$ cat config.mk
export PLATFORM = sky130hd
export DESIGN_NAME = pwm_actuator_driver
export DESIGN_NICKNAME = d
export VERILOG_FILES = /design/src/rtl/pwm_actuator_driver.sv
export SDC_FILE = /design/constraint.sdc
export NUM_CORES = 1
export LEC_CHECK = 0
export ABC_AREA = 1
export CAP_MARGIN = 20
export CORE_MARGIN = 1.5
export CORE_UTILIZATION = 45
export DETAILED_ROUTE_END_ITERATION = 10
export PLACE_DENSITY = 0.76
export RECOVER_POWER = 50
export SYNTH_ARGS = -nofsm -noshare
export SYNTH_HDL_FRONTEND = slang
export SYNTH_SLANG_ARGS = --single-unit
$ cat constraint.sdc
create_clock -name clk -period 4.6 [get_ports clk]
set_input_delay 1.38 -clock clk [delete_from_list [all_inputs] [get_ports clk]]
set_output_delay 1.38 -clock clk [all_outputs]
set_load 0.005 [all_outputs]
$ cat src/rtl/pwm_actuator_driver.sv
// pwm_actuator_driver
// Turns the signed Q4.4 command from pid_controller into a PWM signal and a
// direction bit for one H-bridge channel. The value in effect moves toward the
// command by at most SLEW_MAX LSBs per PWM period. Small values are forced off
// by a deadband. Dropping en ramps the output down to zero before the block
// goes idle. Duty and direction only change at period boundaries.
//
// Optional feature (macro PWM_CENTER_ALIGNED_EN):
//   Defined   : up/down counter with a period of 2*PERIOD cycles. The boundary
//               is at counter==0 while counting down, and pwm_out = counter < mag.
//   Undefined : edge-aligned up-counter 0..PERIOD, and pwm_out = counter < 2*mag.
//
// Ports:
//   clk          in   clock
//   rst          in   synchronous, active-low reset
//   en           in   run enable; a falling edge starts the soft-stop ramp
//   ctrl_in      in   [7:0] signed Q4.4 command
//   ctrl_valid   in   ctrl_in is sampled while high (RUN only)
//   pwm_out      out  registered PWM output
//   dir_out      out  1 = negative command
//   applied      out  [7:0] signed Q4.4 value currently in effect
//   period_start out  one-cycle pulse on the boundary cycle
//   sat_flag     out  sticky; set when a -128 command was clamped to -127
//   busy         out  high in RUN or STOP
module pwm_actuator_driver #(
  parameter int CNT_W    = 8,
  parameter int PERIOD   = 255,
  parameter int SLEW_MAX = 8,
  parameter int DEADBAND = 2
) (
  input  logic       clk,
  input  logic       rst,
  input  logic       en,
  input  logic [7:0] ctrl_in,
  input  logic       ctrl_valid,
  output logic       pwm_out,
  output logic       dir_out,
  output logic [7:0] applied,
  output logic       period_start,
  output logic       sat_flag,
  output logic       busy
);

  typedef enum logic [1:0] {IDLE, RUN, STOP} state_t;

  localparam logic [CNT_W-1:0]  CNT_TOP = CNT_W'(PERIOD);
  localparam logic [CNT_W-1:0]  CNT_ONE = CNT_W'(1);
  localparam logic signed [8:0] SLEW_P  = 9'(SLEW_MAX);
  localparam logic signed [8:0] SLEW_N  = 9'(-SLEW_MAX);
  localparam logic [7:0]        DB      = 8'(DEADBAND);
  localparam int                DW      = (CNT_W > 8) ? CNT_W : 8;

  state_t            state;
  state_t            state_next;
  logic [CNT_W-1:0]  counter;
  logic [7:0]        target;
  logic [7:0]        duty;
  logic              boundary;

  logic signed [8:0] delta;
  logic signed [8:0] step;
  logic [7:0]        applied_next;
  logic [7:0]        mag_next;
  logic [7:0]        duty_next;
  logic              dir_next;

`ifdef PWM_CENTER_ALIGNED_EN
  logic cnt_down;
  assign boundary = (state != IDLE) && cnt_down && (counter == '0);
`else
  assign boundary = (state != IDLE) && (counter == CNT_TOP);
`endif

  assign period_start = boundary;
  assign busy         = (state != IDLE);

  // Slew-limited next value, plus the duty/direction derived from it.
  // Both operands stay in [-127, 127], so the 9-bit delta cannot overflow.
  always_comb begin
    delta        = {target[7], target} - {applied[7], applied};
    step         = delta;
    applied_next = '0;
    mag_next     = '0;
    duty_next    = '0;
    dir_next     = dir_out;
    if (delta > SLEW_P) begin
      step = SLEW_P;
    end else if (delta < SLEW_N) begin
      step = SLEW_N;
    end
    applied_next = 8'($signed({applied[7], applied}) + step);
    mag_next     = applied_next[7] ? (8'd0 - applied_next) : applied_next;
    // Inside the deadband the output goes off, but the direction is held.
    // This keeps the H-bridge from toggling around zero.
    if (mag_next > DB) begin
`ifdef PWM_CENTER_ALIGNED_EN
      duty_next = mag_next;
`else
      duty_next = 8'({mag_next, 1'b0});
`endif
      dir_next  = applied_next[7];
    end
  end

  always_comb begin
    state_next = state;
    case (state)
      IDLE: if (en) state_next = RUN;
      RUN:  if (!en) state_next = STOP;
      STOP: begin
        if (en) begin
          state_next = RUN;
        end else if (boundary && (applied_next == '0)) begin
          state_next = IDLE;
        end
      end
      default: state_next = IDLE;
    endcase
  end

  always_ff @(posedge clk) begin
    if (!rst) begin
      state <= IDLE;
    end else begin
      state <= state_next;
    end
  end

  // The counter is held at 0 while idle and on the cycle that leaves IDLE.
  // That way the first RUN cycle starts at 0.
  always_ff @(posedge clk) begin
    if (!rst) begin
      counter <= '0;
`ifdef PWM_CENTER_ALIGNED_EN
      cnt_down <= 1'b0;
`endif
    end else if ((state == IDLE) || (state_next == IDLE)) begin
      counter <= '0;
`ifdef PWM_CENTER_ALIGNED_EN
      cnt_down <= 1'b0;
`endif
    end else begin
`ifdef PWM_CENTER_ALIGNED_EN
      if (!cnt_down) begin
        if (counter == CNT_TOP) begin
          cnt_down <= 1'b1;
          counter  <= counter - CNT_ONE;
        end else begin
          counter  <= counter + CNT_ONE;
        end
      end else begin
        if (counter == '0) begin
          cnt_down <= 1'b0;
          counter  <= CNT_ONE;
        end else begin
          counter  <= counter - CNT_ONE;
        end
      end
`else
      counter <= (counter == CNT_TOP) ? '0 : counter + CNT_ONE;
`endif
    end
  end

  // The target is forced to zero on the RUN->STOP transition, so the
  // slew logic ramps the output down on its own.
  always_ff @(posedge clk) begin
    if (!rst) begin
      target   <= '0;
      sat_flag <= 1'b0;
      applied  <= '0;
      duty     <= '0;
      dir_out  <= 1'b0;
      pwm_out  <= 1'b0;
    end else begin
      if ((state == RUN) && !en) begin
        target <= '0;
      end else if ((state == RUN) && ctrl_valid) begin
        if (ctrl_in == 8'h80) begin
          target   <= 8'h81;
          sat_flag <= 1'b1;
        end else begin
          target   <= ctrl_in;
        end
      end
      if (boundary) begin
        applied <= applied_next;
        duty    <= duty_next;
        dir_out <= dir_next;
      end
      pwm_out <= (state != IDLE) && (DW'(counter) < DW'(duty));
    end
  end

endmodule

# After elaboration in Yosys (flattened, before gate mapping)
# Index checks and enable logic that the tools add are counted.
# W data, S select, Z words.
# op_classes
n_addsub,4
n_bitwise,2
magnitude_cmp,4
mux,10
n_eq_ne,4
reduce_logical,15
# ops
op,count
$mux W8,5
$eq A8 B8 Y1 const B,2
$gt A9 B5 Y1 const B,1
$lt A9 B4 Y1 const B,1
$sub A8 B8 Y9,1
$add A8 B1 Y8 const B,1
$add A8 B8 Y8,1
$gt A8 B2 Y1 const B,1
$logic_not A8 Y1,1
$lt A8 B8 Y1,1
$mux W2,4
$sub A1 B8 Y8 const A,1
$pmux W2 S3,1
$logic_and A1 B1 Y1,5
$logic_not A2 Y1,2
$reduce_and A3 Y1,1
$reduce_or A3 Y1,1
$eq A2 B1 Y1 const B,1
$eq A2 B2 Y1 const B,1
$not A1 Y1,2
$reduce_and A2 Y1,1
$reduce_bool A2 Y1,1
$reduce_or A2 Y1,1
$logic_not A1 Y1,1
$logic_or A1 B1 Y1,1
# totals
out_inout_bits,13
wordCells,47
reg_bits,37

# Depth between registers and ports, before layout
# Gate-level depths: netlist (run 1).
# logic_depth
word_depth,13
ltp_mapped,34
ltp_nobuf,34

# Least setup slack after synthesis (run 1)
# Ideal clock, no wire load.
# synth_path
kind,register to register
start,register applied[0]
end,register dir_out
path_stages_with_launch,34
synth_period_minus_slack_ps,4151
setup_slack_ps,449
arrival_time_ps,4038
setup_time_ps,113
cell_sequence,dfxtp_1 > ha_1 > fa_1 > inv_1 > nand2_1 > nand2_1 > nand2_1 > o21bai_1 > xor2_1 > nand4_1 > o21ai_0 > nand2_1 > nor2_1 > ha_1 > fa_1 > inv_1 > ha_1 > inv_1 > nor2_1 > nand2_1 > nor2_1 > nand2_1 > nand2_1 > nand2_1 > nand2_1 > nand2_1 > inv_1 > nand2_1 > nor2_1 > nand2_2 > nand2_2 > nand2_1 > nand2_1 > nor2_1
# synth_via
elab_chain_cells,9
# synth_rtl
item,line_no,source
from (decl),38,"output logic [7:0] applied,"
from (signal assigned),187,applied <= applied_next;
$sub A8 B8 Y9,80,"delta = {target[7], target} - {applied[7], applied};"
$lt A9 B4 Y1,88,end else if (delta < SLEW_N) begin
$mux W8,88,
$mux W8,86,if (delta > SLEW_P) begin
$add A8 B8 Y8 *,91,"applied_next = 8'($signed({applied[7], applied}) + step);"
named net applied_next[1],62,logic [7:0] applied_next;
$sub A1 B8 Y8,92,mag_next = applied_next[7] ? (8'd0 - applied_next) : applied_next;
$mux W8 *,92,
$gt A8 B2 Y1 *,95,if (mag_next > DB) begin
$reduce_and A2 Y1 (no line) *,n/a,
to (signal assigned),189,dir_out <= dir_next;
to (decl),37,"output logic dir_out,"
# Mark *: on every way through the listed nets, which the timed path passes. The rest lies on a longest branch.
# A chain may end at the register's enable or synchronous reset.

# Final worst setup path (run 1)
# layout_path
start,register applied[1]
end,register counter[1]
# layout_via
elab_chain_cells,13
# layout_rtl
item,line_no,source
$sub A8 B8 Y9,80,
$lt A9 B4 Y1,88,
$mux W8,88,
$mux W8,86,
$add A8 B8 Y8 *,91,
$logic_not A8 Y1 *,113,end else if (boundary && (applied_next == '0)) begin
$logic_and A1 B1 Y1 *,113,
$mux W2 *,113,
$mux W2 *,111,if (en) begin
$pmux W2 S3 *,107,case (state)
$logic_not A2 Y1 *,137,end else if ((state == IDLE) || (state_next == IDLE)) begin
$logic_or A1 B1 Y1 *,137,
$reduce_or A3 Y1 (no line) *,n/a,
to (signal assigned),160,counter <= (counter == CNT_TOP) ? '0 : counter + CNT_ONE;
to (decl),55,logic [CNT_W-1:0] counter;
# Mark *: on every way between the ends. The rest lies on a longest branch, timed or not.

==> reports/metrics.csv, run 1 <==
metric;value;unit
status;finished, final reports clean;
hold_violations;0;
synth_seq_cells;36;
fp-row-count;27;
path_class;reg2reg;
antenna_found_initial;0;
dieArea;0.006330;mm2
yosysMostFrequentCell;nand2_1;
area_growth;23.81;%
cts_tree;built;
ys_seq_area_frac;0.2732;
worstPathRequired;4.77;ns
drc;0;
post-place-ws;-0.1275;ns
core;0.005574;mm2
gp_congestion;0.8770;
cts_made_buffers;5;
clk_latency;0.29;ns
synth_common_cells;97 x nand2_1, 63 x inv_1, 36 x dfxtp_1;
finClkSkew;0.007285;ns
synthArstFlopShare;0;
stdcell_count;512;
grt_overflow;0;
syn-num-nets;435;
synthCells;397;
yosys_warnings;0;
crit_arrival;4.53;ns
initial_utilization;0.4732;
p_leak;1.548;nW
yosysUniqueCellTypes;35;
drtIter0Drc;136;
path_clk_slew;0.07;ns
irDropWorstVdd;0.1684;mV
grt_max_degree;20;
clock_sinks;36;
antennaDiodeCount;0;
wirelength;6780;um
synth_top_flop_cell;dfxtp_1;
htreeDepth;2;
worstMarginPinSlew;0.4534;ns
wl_per_cell;13.24;um
synthTopCellsByArea;dfxtp_1 27%, nand2_1 14%, ha_1 11%;
dp_hpwl;5061;um
die_h;79.56;um
yosysTopAreaCellShare;0.2732;
yosysTopAreaCell;dfxtp_1;
syn_area;0.002638;mm2
finalCriticalPeriod;4.366;ns
grt_pass1_vias;2464;
hold_slack;0.4508;ns
layout_setup_ws;0.2337;ns
io_buffers;24;
hold_path.class;reg2reg;
firstDrtPassIters;4;
vias;2658;
io_pins;25;
critPathCaptureType;register;
multi_input_area;0.001740;mm2
maxCapViolations;0;
grt_pass1_wl;11080;um
clock_path_buffers;2;
die_w;79.56;um
finalMaxSlewViolations;0;
viasPerCell;5.191;
setup_tns;0;ns
crit_path_start_kind;register;
avgSynthCellArea;6.644;um2
seq_area;726.9;um2
gr-usage-all-layers;0.2212;
fill_cells;516;
finalCritPeriodShare;0.9492;
ff2ff_setup_slack;0.23;ns
ant_nets;0;
relSlewSlack;0.6974;
layout-drive-gt1-share;0.1386;
finalNetCount;477;
max_freq;229.0;MHz
cp_max_fo;8;
p_per_area;250.2;mW/mm2
setup_viol;0;
placedCellCount;491;
cts-root-buf;clkbuf_8;
synth_edf_count;0;
cts_hold_buf;0;
==> logic make-up (layout without fill, tap and decap cells) <==
| logic type | after synthesis | count (layout) | synth area share |
|---|---|---|---|
| adders and majority gates | 26 | 26 | 0.1290 |
| and+or+nand+nor | 193 | 193 | 0.3288 |
| AOI/OAI and AO/OA | 61 | 61 | 0.1309 |
| DFF | 36 | 36 | 0.2732 |
| buffers and inverters | 69 | 112 | 0.09820 |
| xor gates and xnor gates | 12 | 12 | 0.03985 |
==> worst max-delay path, stage by stage, from the launching register on <==
cell,delay [ns]
dfxtp_4,0.37
inv_1,0.04
ha_1,0.28
nand2_1,0.07
nor2_1,0.05
a211oi_2,0.27
o21ai_2,0.11
nand2_1,0.06
nand2_1,0.06
a21oi_2,0.18
xor2_2,0.29
o21ai_2,0.13
nand2_1,0.09
nor2_2,0.04
ha_2,0.20
fa_1,0.50
nand3_1,0.12
nand3_1,0.09
nand2_1,0.16
inv_1,0.11
nor2_1,0.13
nand2_1,0.09
buf_4,0.13
nor2_1,0.07
nand2_1,0.05
o21a_1,0.20
o211ai_4,0.27
nor2_1,0.08
==> per-stage QoR <==
step	cell area, um2	total power (W)	util
2_1_floorplan	2638	0.0004715	-
3_3_place_gp	2972	0.0005166	0.5331
3_5_place_dp	2972	0.0005192	0.5331
4_1_cts	3085	0.0007903	0.5535
5_1_grt	3266	0.0008601	0.5859
6_report	3266	0.0008170	0.5859
==> what timing repair did <==
action                                  in CTS  in global routing
pin swaps                                    0                 17
buffers inserted                             0                 13
endpoints found under the setup margin      11                 13
resized for setup                            2                 24
cloned                                       0                  0
==> metal layers <==
layer | up-vias | GRT usage | share of wire | wire length (um)
met5 | - | 0 | 0 | 0
met4 | 0 | 0.1035 | 0.025 | 169
met3 | 15 | 0.04000 | 0.039 | 267
met2 | 61 | 0.3932 | 0.52 | 3501
met1 | 1213 | 0.2540 | 0.42 | 2842
li1 | 1369 | - | - | -
==> power by group <==
| group | switching [W] | internal (W) | leakage (nW) |
|---|---|---|---|
| Clock | 0.000113 | 0.000161 | 0.0552 |
| Sequential | 0.00000284 | 0.000315 | 0.293 |
| Combinational | 0.000137 | 0.0000881 | 1.20 |
| Total | 0.000254 | 0.000563 | 1.55 |
==> layout by cell type (no fill, tap or decap), types with 3 or more instances in the layout <==
cell              n
a21oi_1          32
a21oi_2           3
buf_4            16
clkbuf_8          5
clkdlybuf4s50_1  19
dfxtp_1          33
dlygate4sd3_1     5
ha_1             19
ha_2              3
inv_1            62
nand2_1          96
nand2_2           3
nand3_1          30
nand3_2           4
nand4_1           7
nor2_1           32
nor2_2            5
nor3_1            5
nor4_1            3
o21ai_0          13
o21ai_2           3
xnor2_1           3
xor2_1            7
==> cell type report <==
| type | count | area share |
|---|---|---|
| clock inverter | 2 | 0.01073 |
| clock buffer | 6 | 0.02222 |
| sequential | 36 | 0.2226 |
| multi-input combinational | 292 | 0.5330 |
| tap | 72 | 0.02759 |
| timing repair buffer | 40 | 0.1103 |
| inverter | 64 | 0.07356 |
==> flip-flops by register name (all words and copies together), names as in the netlist <==
| name | count |
|---|---|
| state | 2 |
| target | 8 |
| sat_flag | 1 |
| pwm_out | 1 |
| duty | 7 |
| applied | 8 |
| dir_out | 1 |
| counter | 8 |
==> final timing paths <==
path / from / to / depth (start not counted)
worst min-delay path: counter[0] / counter[0] / 1
worst min register to register: counter[0] / counter[0] / 1
worst max register to register: applied[1] / counter[1] / 27
worst max-delay path: applied[1] / counter[1] / 27
Note: power is estimated with default switching activity, not from simulation.
==> run 2, diff against run 1 <==
- RECOVER_POWER: 50 -> 100
==> results of run 2 <==
The final DEF is identical to that of run 1; final timing and power are the same.
